File: src/rtl/eth_reset_req_pkg.sv
// Shared state encoding and counter width for the far-domain reset requester.
package eth_reset_pkg;

  localparam int eth_reset_cnt_width_gp = 8;

  typedef enum logic [2:0] {
    IDLE,
    ASSERT,
    HOLD,
    RELEASE,
    DONE
  } eth_reset_state_e;

endpackage

File: src/rtl/eth_reset_req_ack_sync.sv
// Two-flop synchronizer for the far-domain reset acknowledge; presets to 1 so a
// near-side reset looks like the far side is already held.
module eth_ack_sync (
  input  logic clk_i,
  input  logic reset_i,
  input  logic d_i,
  output logic q_o
);

  logic meta_q;
  logic sync_q;

  always_ff @(posedge clk_i) begin
    if (reset_i) begin
      meta_q <= 1'b1;
      sync_q <= 1'b1;
    end else begin
      meta_q <= d_i;
      sync_q <= meta_q;
    end
  end

  assign q_o = sync_q;

endmodule

File: src/rtl/eth_reset_req.sv
// Drives a registered reset into a far clock domain, holds it min_cycles_p cycles past the acknowledge, then releases.
// Define ETH_RESET_REQ_TIMEOUT_EN to bound both acknowledge waits by timeout_p and flag a sticky error_o.
module eth_reset_req
  import eth_reset_pkg::*;
#(
  parameter int min_cycles_p = 8,
  parameter int timeout_p    = 1024
) (
  input  logic clk_i,
  input  logic reset_i,
  input  logic req_i,
  input  logic ack_async_i,
  output logic async_reset_o,
  output logic busy_o,
  output logic done_o,
  output logic error_o
);

  localparam logic [eth_reset_cnt_width_gp-1:0] hold_last_lp =
    eth_reset_cnt_width_gp'(min_cycles_p - 1);

  logic ack_s;
  logic timeout_hit;

  eth_reset_state_e                  state_q, state_d;
  logic [eth_reset_cnt_width_gp-1:0] cnt_q, cnt_d;
  logic                              async_reset_q, async_reset_d;
  logic                              busy_q, busy_d;
  logic                              done_q, done_d;

  eth_ack_sync u_ack_sync (
    .clk_i  (clk_i),
    .reset_i(reset_i),
    .d_i    (ack_async_i),
    .q_o    (ack_s)
  );

  always_comb begin
    state_d = state_q;
    cnt_d   = cnt_q;
    unique case (state_q)
      IDLE: begin
        if (req_i) state_d = ASSERT;
      end
      ASSERT: begin
        if (ack_s) begin
          state_d = HOLD;
          cnt_d   = '0;
        end else if (timeout_hit) begin
          state_d = IDLE;
        end
      end
      HOLD: begin
        // Acknowledge is deliberately ignored here: a late glitch must not shorten the hold.
        if (cnt_q == hold_last_lp) state_d = RELEASE;
        else                       cnt_d   = cnt_q + eth_reset_cnt_width_gp'(1);
      end
      RELEASE: begin
        if (!ack_s)           state_d = DONE;
        else if (timeout_hit) state_d = IDLE;
      end
      DONE:    state_d = IDLE;
      default: state_d = IDLE;
    endcase
    async_reset_d = (state_d == ASSERT) || (state_d == HOLD);
    busy_d        = (state_d != IDLE);
    done_d        = (state_d == DONE);
  end

`ifdef ETH_RESET_REQ_TIMEOUT_EN
  localparam int wait_w_lp = $clog2(timeout_p + 1);

  logic [wait_w_lp-1:0] wait_q, wait_d;
  logic                 error_q, error_d;

  assign timeout_hit = (state_q inside {ASSERT, RELEASE}) &&
                       (wait_q == wait_w_lp'(timeout_p - 1));

  always_comb begin
    wait_d  = wait_q;
    error_d = error_q;
    if (state_d != state_q)                 wait_d = '0;
    else if (state_q inside {ASSERT, RELEASE}) wait_d = wait_q + wait_w_lp'(1);
    if ((state_q == IDLE) && req_i)         error_d = 1'b0;
    if (timeout_hit && (state_d == IDLE))   error_d = 1'b1;
  end

  assign error_o = error_q;
`else
  logic unused_timeout;

  // Without the wait counter the waits are unbounded and timeout_p has no effect.
  assign timeout_hit    = 1'b0;
  assign unused_timeout = timeout_p[0];
  assign error_o        = 1'b0;
`endif

  always_ff @(posedge clk_i) begin
    if (reset_i) begin
      state_q       <= ASSERT;
      cnt_q         <= '0;
      async_reset_q <= 1'b1;
      busy_q        <= 1'b1;
      done_q        <= 1'b0;
`ifdef ETH_RESET_REQ_TIMEOUT_EN
      wait_q        <= '0;
      error_q       <= 1'b0;
`endif
    end else begin
      state_q       <= state_d;
      cnt_q         <= cnt_d;
      async_reset_q <= async_reset_d;
      busy_q        <= busy_d;
      done_q        <= done_d;
`ifdef ETH_RESET_REQ_TIMEOUT_EN
      wait_q        <= wait_d;
      error_q       <= error_d;
`endif
    end
  end

  assign async_reset_o = async_reset_q;
  assign busy_o        = busy_q;
  assign done_o        = done_q;

endmodule
File: config.mk
export PLATFORM = sky130hd
export DESIGN_NAME = eth_reset_req
export DESIGN_NICKNAME = d
export VERILOG_FILES = /design/src/rtl/eth_reset_req_pkg.sv /design/src/rtl/eth_reset_req_ack_sync.sv /design/src/rtl/eth_reset_req.sv
export SDC_FILE = /design/constraint.sdc
export NUM_CORES = 1
export LEC_CHECK = 0
export ABC_AREA = 0
export ABC_CLOCK_PERIOD_IN_PS = 2000
export BUFFER_PORTS_ARGS = -buffer_cell sky130_fd_sc_hd__buf_2
export CORE_UTILIZATION = 55
export CTS_CLUSTER_DIAMETER = 50
export DETAILED_ROUTE_END_ITERATION = 8
export PLACE_DENSITY = 0.75
export SLEW_MARGIN = 20
export SYNTH_ARGS = -nofsm -noshare
export SYNTH_HDL_FRONTEND = slang
export SYNTH_SLANG_ARGS = --single-unit
File: constraint.sdc
create_clock -name clk_i -period 2 [get_ports clk_i]
set_input_delay 0.2 -clock clk_i [delete_from_list [all_inputs] [get_ports clk_i]]
set_output_delay 0.2 -clock clk_i [all_outputs]
set_load 0.02 [all_outputs]
# Word-level counts from Yosys, hierarchy flattened
# Cells that the tools add are included.
dict set report classes {
  addsub 1
  eq_ne 9
  muxes 8
  reduce_logical 5
}
# op n
set op_table {}
lappend op_table {{$mux W8} 2}
lappend op_table {{$pmux W8 S2} 1}
lappend op_table {{$mux W3} 4}
lappend op_table {{$pmux W3 S4} 1}
lappend op_table {{$eq A3 B2 Y1 const B} 3}
lappend op_table {{$add A8 B1 Y8 const B} 1}
lappend op_table {{$eq A8 B3 Y1 const B} 1}
lappend op_table {{$eq A3 B1 Y1 const B} 2}
lappend op_table {{$eq A3 B3 Y1 const B} 1}
lappend op_table {{$logic_not A3 Y1} 1}
lappend op_table {{$reduce_and A3 Y1} 1}
lappend op_table {{$reduce_bool A3 Y1} 1}
lappend op_table {{$ne A2 B1 Y1 const B} 1}
lappend op_table {{$ne A2 B2 Y1 const B} 1}
lappend op_table {{$reduce_bool A2 Y1} 1}
lappend op_table {{$logic_or A1 B1 Y1} 1}
dict set report totals {
  reg_bits 16
  inputBits 4
  output_inout_bits 4
  wordCells 30
}

# Logic depth before layout (Yosys ltp)
# Gate-level depths: netlist (run 1).
dict set report depth {
  word_depth 5
  mapped_depth 5
  mapped_depth_nobuf 5
}

# Modules after synthesis
# A second synthesis (run 1) with hierarchy kept.
dict set report unflattened {
  hier_cells 91
  hier_area_um2 825.8
}
# module instances cells_each area_each_um2 seq_area_each_um2
set by_module_without_submodules {}
lappend by_module_without_submodules {eth_reset_req 1 87 773.2 280.3}
lappend by_module_without_submodules {eth_ack_sync 1 4 52.6 40.0}

# Worst setup path before layout (run 1)
# No wires, ideal clock.
dict set report synth_path {
  path_type {reg-to-reg}
  startpoint {register state_q[1]}
  endpoint {register cnt_q[3]}
  setup_ns 0.070
  arrival_ns 1.452
  t_required_ns 1.930
  path_slack_ns 0.478
  stages_incl_launch_ff 6
  path_buffers 1
  period_less_slack_ns 1.522
  path_cell_list {dfxtp_1 buf_6 and4bb_2 nor2_2 or4_1 a21oi_1}
}
dict set report synth_via {
  elab_chain_cells 3
  word_cells_on_any_way 7
  cone_classes {eq/ne: 4; mux: 1; reduce/logical: 2}
}
# item line_no
set synth_rtl {}
lappend synth_rtl {{start: declaration} eth_reset_req.sv:25} ;# eth_reset_state_e state_q, state_d;
lappend synth_rtl {{start signal: assignment} eth_reset_req.sv:110} ;# state_q <= state_d;
lappend synth_rtl {{$eq A3 B1 Y1 / $eq A3 B2 Y1 (equally long branches)} eth_reset_req.sv:41} ;# unique case (state_q)
lappend synth_rtl {{$ne A2 B1 Y1 (no line), or another cell as far along} n/a}
lappend synth_rtl {{$reduce_and A3 Y1 (no line)} n/a}
lappend synth_rtl {{end signal: assignment} eth_reset_req.sv:111} ;# cnt_q <= cnt_d;
lappend synth_rtl {{end: declaration} eth_reset_req.sv:26} ;# logic [eth_reset_cnt_width_gp-1:0] cnt_q, cnt_d;
# Parallel ways exist; a longest one is shown, timed or not.
# A chain may end at the register's enable or synchronous reset.

# Worst setup path in the final report (run 1)
dict set report layout_path {
  startpoint {register state_q[0]}
  endpoint {register cnt_q[3]}
}
# Same word-level chain as after synthesis.

==> results of run 1 <==
placed cells by master (no fill, tap or decap), types with 3 or more instances in the layout:
master,n
and4_1,3
a21oi_1,4
clkbuf_4,3
nor2_1,7
dfxtp_1,16
o21ai_1,3
buf_2,6
xor2_1,3
nand2_1,5
state kept, by name, indices dropped and copies added (netlist names):
register           cells
cnt_q                  8
state_q                3
async_reset_o          1
busy_o                 1
done_o                 1
u_ack_sync.meta_q      1
u_ack_sync.q_o         1
per-layer routing:
layer  share of wire [%]  GRT usage, %
met1                  50          27.9
met2                  44          27.0
met3                 5.6          8.33
met4                   0          10.0
met5                   0             0
cell type report:
type	instances	area, sq um	share of cell area, %
multi-input cells	62	442	51.0
inverters	1	3.75	0.434
repair buffers	8	45.0	5.20
well taps	15	18.8	2.17
clock buffers	4	36.3	4.19
flip-flops and latches	16	320	37.0
logic make-up (layout without fill, tap and decap cells):
kind of cell / Yosys count / count (layout) / synth area share (%)
compound gates: 19 / 19 / 16.7
xor+xnor: 5 / 5 / 5.40
fa+ha+maj: 1 / 1 / 1.54
buf+inv: 6 / 13 / 6.02
flops: 16 / 16 / 39.5
other cells: 1 / 1 / 0.463
simple gates: 36 / 36 / 30.4
power groups by stage:
stage	Clock (mW)	Combinational, mW	Sequential (mW)
after global placement	0	0.0854	0.358
final	0.212	0.0860	0.353
after detailed placement	0	0.0857	0.359
after global routing	0.231	0.0947	0.355
after CTS	0.220	0.0862	0.352
after floorplan	0	0.0773	0.353
final timing paths:
kind	endpoint	slack [ns]
min reg2reg	u_ack_sync.q_o	0.43
max reg2reg	cnt_q[3]	0.25
max	cnt_q[3]	0.25
min	u_ack_sync.meta_q	0.08
==> results.tsv, run 1 <==
metric	value	unit
Initial Util	60.8	%
logic gate share of total power	13.2	%
Crit path buffers/inverters	0	
final core occ	64.9	%
drt pass-1 iters	4	
Die Y-Extent	40.4	microns
Avg Cell Area, Syn	9.65	sq um
WS Path Type	flip-flop to flip-flop	
WHS	0.0837	ns
status	complete, no violations	
CORE AREA	1330	sq um
Reg power frac	54.2	%
syn nets	89	
clock buffer depth	2	
CTS tree	done	
yosys warns	0	
period utilisation layout	87.3	%
CP delay by family, top	simple AND/OR/NAND/NOR gates	
slowest stage delay, CP	0.59	ns
max cap viols	0	
Netlist cell types	41	
Layout Nets	97	
GRT Resource Usage Total	20.4	%
worst hold path class	input port to flip-flop	
Post-CTS Resized	0	
detailed-route vias per instance	5.97	
Core Rows	13	
routed length per instance	13.4	microns
Critical Path Start	state_q[0]	
Synth Instances	84	
most common cell in the netlist	dfxtp_1	
CP arrival	1.97	ns
vias in the first global route	479	
Hold Path Depth	2	
final cell count without fillers	106	
worst slack at placement	0.298	ns
post-DP HPWL	1000	microns
Root Driver	clkbuf_4	
largest net degree at the start of global routing	15	
endpoints failing setup	0	
Tot Pwr	650	uW
CP required	2.22	ns
post-synth top area share	39.5	%
final worst path period need	1.75	ns
Critical Path Stages	4	
async set-or-reset flop fraction in the synthesized netlist	0	%
GP Congestion	0.841	
leakage	0.311	nW
fillcell total	123	
initial antenna violation count	0	
Post-route DRC	0	
H-tree levels	1	
final hold violation count	0	
sequential share of the synthesized area	39.5	%
area grow syn2layout	6.79	%
P_int	481	uW
Worst Path Max Fanout	14	
TNS Setup	0	ns
clk_lat worst skew	0.29	ns
Vias	633	
# port buffers	6	
Synth area leaders	dfxtp_1 (40%), buf_6 (4.2%), nor2_1 (3.2%)	
CTS buffer count	3	
maximum vdd drop	0.000469	V
placed instance area	830	sq um
switch share	26.0	%
ys flop type	dfxtp_1	
Reg2Reg Depth	4	
die area	1630	sq um
gr ovfl total	0	
# IOs	8	
post-synth top area cell	dfxtp_1	
min-delay src	ack_async_i	
Die Span X	40.4	microns
Clock Power Share	32.5	%
Initial DRC Count	15	
Sink Count	16	
Post-CTS Hold Buffers	0	
clock skew	0.00625	ns
number of synthesized flops with an enable pin	0	
Slew Limit Fails	0	
setup ws final	0.255	ns
crit end category	flip-flop	
FF+latch count, synth	16	
placed cells	102	
PD cells	751	nW/um^2
Synth Cell Area	811	sq um
Setup Fix Bufs, Post-CTS	0	
critical path's slowest cell	dfxtp_1	
Peak Freq	573	MHz
Post-synth top cells	dfxtp_1 (16), nor2_1 (7), nand2_1 (5)	
Reg clk slew, reported paths	0.08	ns
Routed Antenna Nets	0	
Critical Path Source Type	flip-flop	
P_sw	169	uW
first-pass GRT wire length	2130	microns
DRT Wirelength	1420	microns
RSZ-0062 raised after global routing	false	
R2R Path Start	state_q[0]	
crit path cell chain	and4bb_2, nor2_2, or4_1, a21oi_1	
share of layout cells above drive strength 1	19.8	%
Inserted Diodes	0	
post-route cell area	866	sq um
Power figures use the tool's default switching activity.
==> run 2, diff against run 1 <==
Settings changed: BUFFER_PORTS_ARGS -buffer_cell sky130_fd_sc_hd__buf_2 to -buffer_cell sky130_fd_sc_hd__buf_4.
==> run 2 against run 1 <==
Worst setup slack got worse by 0.028 ns. Largest power group unchanged. Fmax decreased by 1.6%. Critical path type unchanged. Global-route usage increased by 0.61 points. Cell count decreased by 0.94%.
==> results.tsv, run 2 (same netlist as run 1, synthesis figures left out) <==
metric	value	unit	change
status	complete, no violations		
# IOs	8		unchanged
Layout Nets	96		-1.0%
RSZ-0062 raised after global routing	false		
GP Congestion	0.812		-3.4%
max FFs per register	8		unchanged
WHS	0.0879	ns	+0.00420 ns
first-pass GRT wire length	2270	microns	+6.8%
share of layout cells above drive strength 1	18.9	%	-0.89 points
area grow syn2layout	7.72	%	
vias in the first global route	511		+6.7%
Routed Antenna Nets	0		unchanged
Sink Count	16		unchanged
CTS buffer count	3		unchanged
CORE AREA	1330	sq um	unchanged
post-route cell area	873	sq um	+0.87%
Vias	645		+1.9%
DRT Wirelength	1430	microns	+0.92%
worst slack at placement	0.290	ns	-0.00868 ns
detailed-route vias per instance	6.14		+2.9%
Slew Limit Fails	0		unchanged
Post-CTS Hold Buffers	0		unchanged
post-DP HPWL	957	microns	-4.8%
placed cells	101		-0.98%
highest-count cells in the layout ignoring fill and taps	dfxtp_1 (16), nor2_1 (7), buf_4 (7)		
drt pass-1 iters	4		unchanged
leakage	0.313	nW	+0.38%
Post-CTS Resized	0		unchanged
largest net degree at the start of global routing	15		unchanged
routed length per instance	13.6	microns	+1.9%
Core Rows	13		unchanged
period utilisation layout	88.7	%	+1.4 points
biggest regs	cnt_q x8, state_q x3		
H-tree levels	1		unchanged
Setup Fix Bufs, Post-CTS	0		unchanged
PD cells	751	nW/um^2	about the same
clock buffer depth	2		unchanged
gr ovfl total	0		unchanged
fillcell total	123		unchanged
Peak Freq	564	MHz	-1.6%
maximum vdd drop	0.000541	V	+16%
Critical Path Source Type	flip-flop		
endpoints failing setup	0		unchanged
Initial DRC Count	10		-5
Root Driver	clkbuf_4		
TNS Setup	0	ns	unchanged
clock skew	0.00425	ns	-0.00200 ns
placed instance area	837	sq um	+0.90%
final hold violation count	0		unchanged
clk_lat worst skew	0.29	ns	about the same
CP required	2.22	ns	about the same
Reg clk slew, reported paths	0.10	ns	+0.02 ns
Worst Path Max Fanout	14		unchanged
final cell count without fillers	105		-0.94%
# port buffers	6		unchanged
CP arrival	2.00	ns	+0.03 ns
Initial Util	60.8	%	unchanged
initial antenna violation count	0		unchanged
die area	1630	sq um	unchanged
Die Y-Extent	40.4	microns	unchanged
Inserted Diodes	0		unchanged
worst hold path class	input port to flip-flop		
final worst path period need	1.77	ns	+0.0280 ns
max cap viols	0		unchanged
Tot Pwr	656	uW	+0.91%
most common cell after layout, fill and taps aside	dfxtp_1		
Post-route DRC	0		unchanged
final core occ	65.5	%	+0.56 points
Largest Register	cnt_q		
Die Span X	40.4	microns	unchanged
WS Path Type	flip-flop to flip-flop		
crit end category	flip-flop		
GRT Resource Usage Total	21.0	%	+0.61 points
CTS tree	done		
setup ws final	0.227	ns	-0.0280 ns
## run 2: cell types whose count changed in the layout (fill, tap and decap cells not counted)
cell	before	now
buf_4	2	7
buf_2	6	0
## run 2: path summary, 6_finish.rpt
check,startpoint,to,slack [ns],cells after the start
setup / recovery,state_q[0],cnt_q[3],0.23,4
hold / removal,ack_async_i,u_ack_sync.meta_q,0.09,2
setup reg to reg,state_q[0],cnt_q[3],0.23,4
hold reg to reg,u_ack_sync.meta_q,u_ack_sync.q_o,0.42,1
## run 2: worst max-delay path, cell delays in order (launching register included)
cell and delay, ns:
dfxtp_1 0.59, and4bb_2 0.38, nor2_2 0.07, or4_1 0.51
a21oi_1 0.16
## run 2: area by class of cell
cell class,count,area [sq um],area share (%)
inverters,1,3.75,0.430
clock buffers,4,36.3,4.15
multi-input cells,62,442,50.6
flip-flops and latches,16,320,36.7
well taps,15,18.8,2.15
repair buffers,7,52.6,6.02
## run 2: layer usage
metal | vias up | GRT usage (%) | part of all wire [%]
met5 | - | 0 | 0
met4 | 0 | 10.0 | 1.2
met3 | 2 | 5.00 | 3.7
met2 | 15 | 28.2 | 44
met1 | 306 | 30.6 | 51
li1 | 322 | - | -
## run 2: report_power, final
| group | switching (mW) | total [mW] | internal [mW] |
|---|---|---|---|
| registers | 0.0206 | 0.352 | 0.332 |
| clock network | 0.106 | 0.217 | 0.111 |
| logic | 0.0474 | 0.0870 | 0.0396 |
| total | 0.174 | 0.656 | 0.482 |
==> run 3, diff against run 2 <==
Settings changed: ABC_AREA 0 to 1, CAP_MARGIN set to 5.
==> run 3 against run 2 <==
Flip-flop and latch count did not move. Sequential power fell by 3%. Area after synthesis fell by 3.5%. Final area fell by 0.29%. Combinational power rose by 4.5%. Largest cell class unchanged. Fmax rose by 35%. Non-clock buffer count fell by 1. First-iteration DRC count fell by 20%. Cell count rose by 24%. Count of clock-buffer cells in the layout did not move. Global-route usage rose by 1.3 points. Synthesized cell count rose by 27%.
==> results.tsv, run 3 <==
metric	value	unit	change
area grow syn2layout	11.4	%	
GP Congestion	0.725		-11%
Synth area leaders	dfxtp_1 (41%), nand2_1 (12%), nand3_1 (6.4%)		
clk_lat worst skew	0.29	ns	about the same
highest-count cells in the layout ignoring fill and taps	nand2_1 (24), dfxtp_1 (16), inv_1 (11)		
Largest Register	cnt_q		
die area	1580	sq um	-3.4%
Root Driver	clkbuf_4		
CP arrival	1.53	ns	-0.47 ns
final hold violation count	0		unchanged
switch share	26.4	%	-0.087 points
Crit path buffers/inverters	0		unchanged
Netlist cell types	22		-46%
R2R Path Start	cnt_q[0]		
Post-CTS Resized	0		unchanged
Worst Hold Path EP	u_ack_sync.meta_q		
CTS buffer count	3		unchanged
min-delay src	ack_async_i		
Die Y-Extent	39.7	microns	-1.7%
Hold Path Depth	2		unchanged
Synth Instances	107		+27%
max FFs per register	8		unchanged
Post-synth top cells	nand2_1 (24), dfxtp_1 (16), inv_1 (11)		
setup slack, reg-to-reg	0.69	ns	+0.46 ns
Initial DRC Count	8		-2
P_int	475	uW	-1.4%
endpoints failing setup	0		unchanged
async set-or-reset flop fraction in the synthesized netlist	0	%	unchanged
biggest regs	cnt_q x8, state_q x3		
Slew Limit Fails	0		unchanged
number of synthesized flops with an enable pin	0		unchanged
Critical Path Source Type	flip-flop		
RSZ-0062 raised after global routing	false		
Avg Cell Area, Syn	7.31	sq um	-24%
Reg-to-Reg End	cnt_q[7]		
Reg power frac	52.7	%	-1.0 points
WS Path Type	flip-flop to flip-flop		
clock skew	0.00385	ns	-0.000403 ns
status	complete, no violations		
DRT Wirelength	1520	microns	+6.4%
post-synth top area share	41.0	%	+1.5 points
initial antenna violation count	0		unchanged
gr ovfl total	0		unchanged
Synth Cell Area	782	sq um	-3.5%
most common cell after layout, fill and taps aside	nand2_1		
Routed Antenna Nets	0		unchanged
routed length per instance	11.7	microns	-14%
crit end category	flip-flop		
share of layout cells above drive strength 1	19.1	%	+0.24 points
Post-route DRC	0		unchanged
crit path cell chain	ha_1, nand3_2, nor2_4, nand2_4, nand3_4, nand2_1, a21oi_1		
Layout Nets	121		+26%
Clock Power Share	33.2	%	+0.2 points
period utilisation layout	65.6	%	-23 points
Core Rows	13		unchanged
first-pass GRT wire length	2280	microns	+0.31%
Die Span X	39.7	microns	-1.7%
Vias	689		+6.8%
# IOs	8		unchanged
Setup Fix Bufs, Post-CTS	0		unchanged
Reg clk slew, reported paths	0.10	ns	about the same
detailed-route vias per instance	5.30		-14%
most common cell in the netlist	nand2_1		
maximum vdd drop	0.000591	V	+9.2%
Sink Count	16		unchanged
Worst Path Max Fanout	9		-5
post-synth top area cell	dfxtp_1		
worst hold path class	input port to flip-flop		
H-tree levels	1		unchanged
Reg2Reg Depth	7		+3
yosys warns	0		unchanged
slowest stage delay, CP	0.39	ns	-0.20 ns
syn nets	112		+26%
critical path's slowest cell	dfxtp_1		
TNS Setup	0	ns	unchanged
Inserted Diodes	0		unchanged
Tot Pwr	646	uW	-1.6%
CORE AREA	1320	sq um	-1.2%
drt pass-1 iters	4		unchanged
placed instance area	835	sq um	-0.30%
sequential share of the synthesized area	41.0	%	+1.5 points
# port buffers	6		unchanged
Critical Path Start	cnt_q[0]		
leakage	0.387	nW	+24%
FF+latch count, synth	16		unchanged
CP required	2.22	ns	about the same
logic gate share of total power	14.1	%	+0.8 points
CTS tree	done		
clock buffer depth	2		unchanged
max cap viols	0		unchanged
final worst path period need	1.31	ns	-0.462 ns
post-DP HPWL	1130	microns	+19%
vias in the first global route	613		+20%
largest net degree at the start of global routing	14		-1
Peak Freq	763	MHz	+35%
Initial Util	59.4	%	-1.4 points
post-route cell area	871	sq um	-0.29%
CP delay by family, top	simple AND/OR/NAND/NOR gates		
P_sw	171	uW	-1.9%
ys flop type	dfxtp_1		
PD cells	742	nW/um^2	-1.3%
WHS	0.0929	ns	+0.00495 ns
Post-CTS Hold Buffers	0		unchanged
GRT Resource Usage Total	22.2	%	+1.3 points
run 3: cell count changes in the layout (fill, tap and decap cells not counted), moves of 4 or more:
cell | previous run | this run
a21oi_1 | 4 | 8
nand2_1 | 5 | 24
nand4_1 | 0 | 7
nand3_1 | 2 | 10
inv_1 | 1 | 11
run 3: metrics by stage:
step | setup slack, ns | util, % | std cells
after global placement | 0.750 | 63.3 | 126
after detailed placement | 0.699 | 63.3 | 126
after floorplan | 0.835 | - | 107
after CTS | 0.667 | 66.1 | 130
final | 0.689 | 66.1 | 130
after global routing | 0.559 | 66.1 | 130
run 3: cell families (layout without fill, tap and decap cells):
logic type,count (synthesis),count (layout),share of synthesized area [%]
and+or+nand+nor,61,61,40.5
DFF,16,16,41.0
buffers and inverters,16,24,8.16
AOI/OAI and AO/OA,12,12,8.32
adders and majority gates,1,1,1.60
other,1,1,0.480
run 3: final cells by class:
cell class | count | area, sq um
Fill cell | 126 | 447
Multi-Input combinational cell | 75 | 398
Sequential cell | 16 | 320
Inverter | 14 | 52.6
Timing Repair Buffer | 6 | 45.0
Clock buffer | 4 | 36.3
Tap cell | 15 | 18.8
run 3: power groups by stage:
stage               Combinational, mW  Clock [mW]  Sequential [mW]
CTS                            0.0915       0.219            0.340
global route                    0.100       0.233            0.342
floorplan                      0.0610           0            0.352
finish                         0.0909       0.215            0.340
detailed placement             0.0913           0            0.348
global placement               0.0886           0            0.347
run 3: worst reg2reg max path: stages (launching register included):
cell and delay [ns]:
dfxtp_1 0.39, ha_1 0.22, nand3_2 0.11, nor2_4 0.15, nand2_4 0.08, nand3_4 0.11
nand2_1 0.07, a21oi_1 0.13
run 3: worst max-delay path by stage:
stage | end | slack, ns | cells after the start
after detailed placement | cnt_q[7] | 0.70 | 7
after global placement | cnt_q[7] | 0.75 | 7
final | cnt_q[7] | 0.69 | 7
after floorplan | cnt_q[3] | 0.83 | 7
after CTS | cnt_q[7] | 0.67 | 7
after global routing | cnt_q[7] | 0.56 | 7
run 3: metal layers:
layer / share of wire, % / track usage [%] / vias up / wire, microns
li1: - / - / 369 / -
met1: 46 / 23.2 / 311 / 695
met2: 50 / 42.2 / 7 / 769
met3: 3.0 / 6.82 / 2 / 46
met4: 0.72 / 5.17 / 0 / 11
met5: 0 / 0 / - / 0
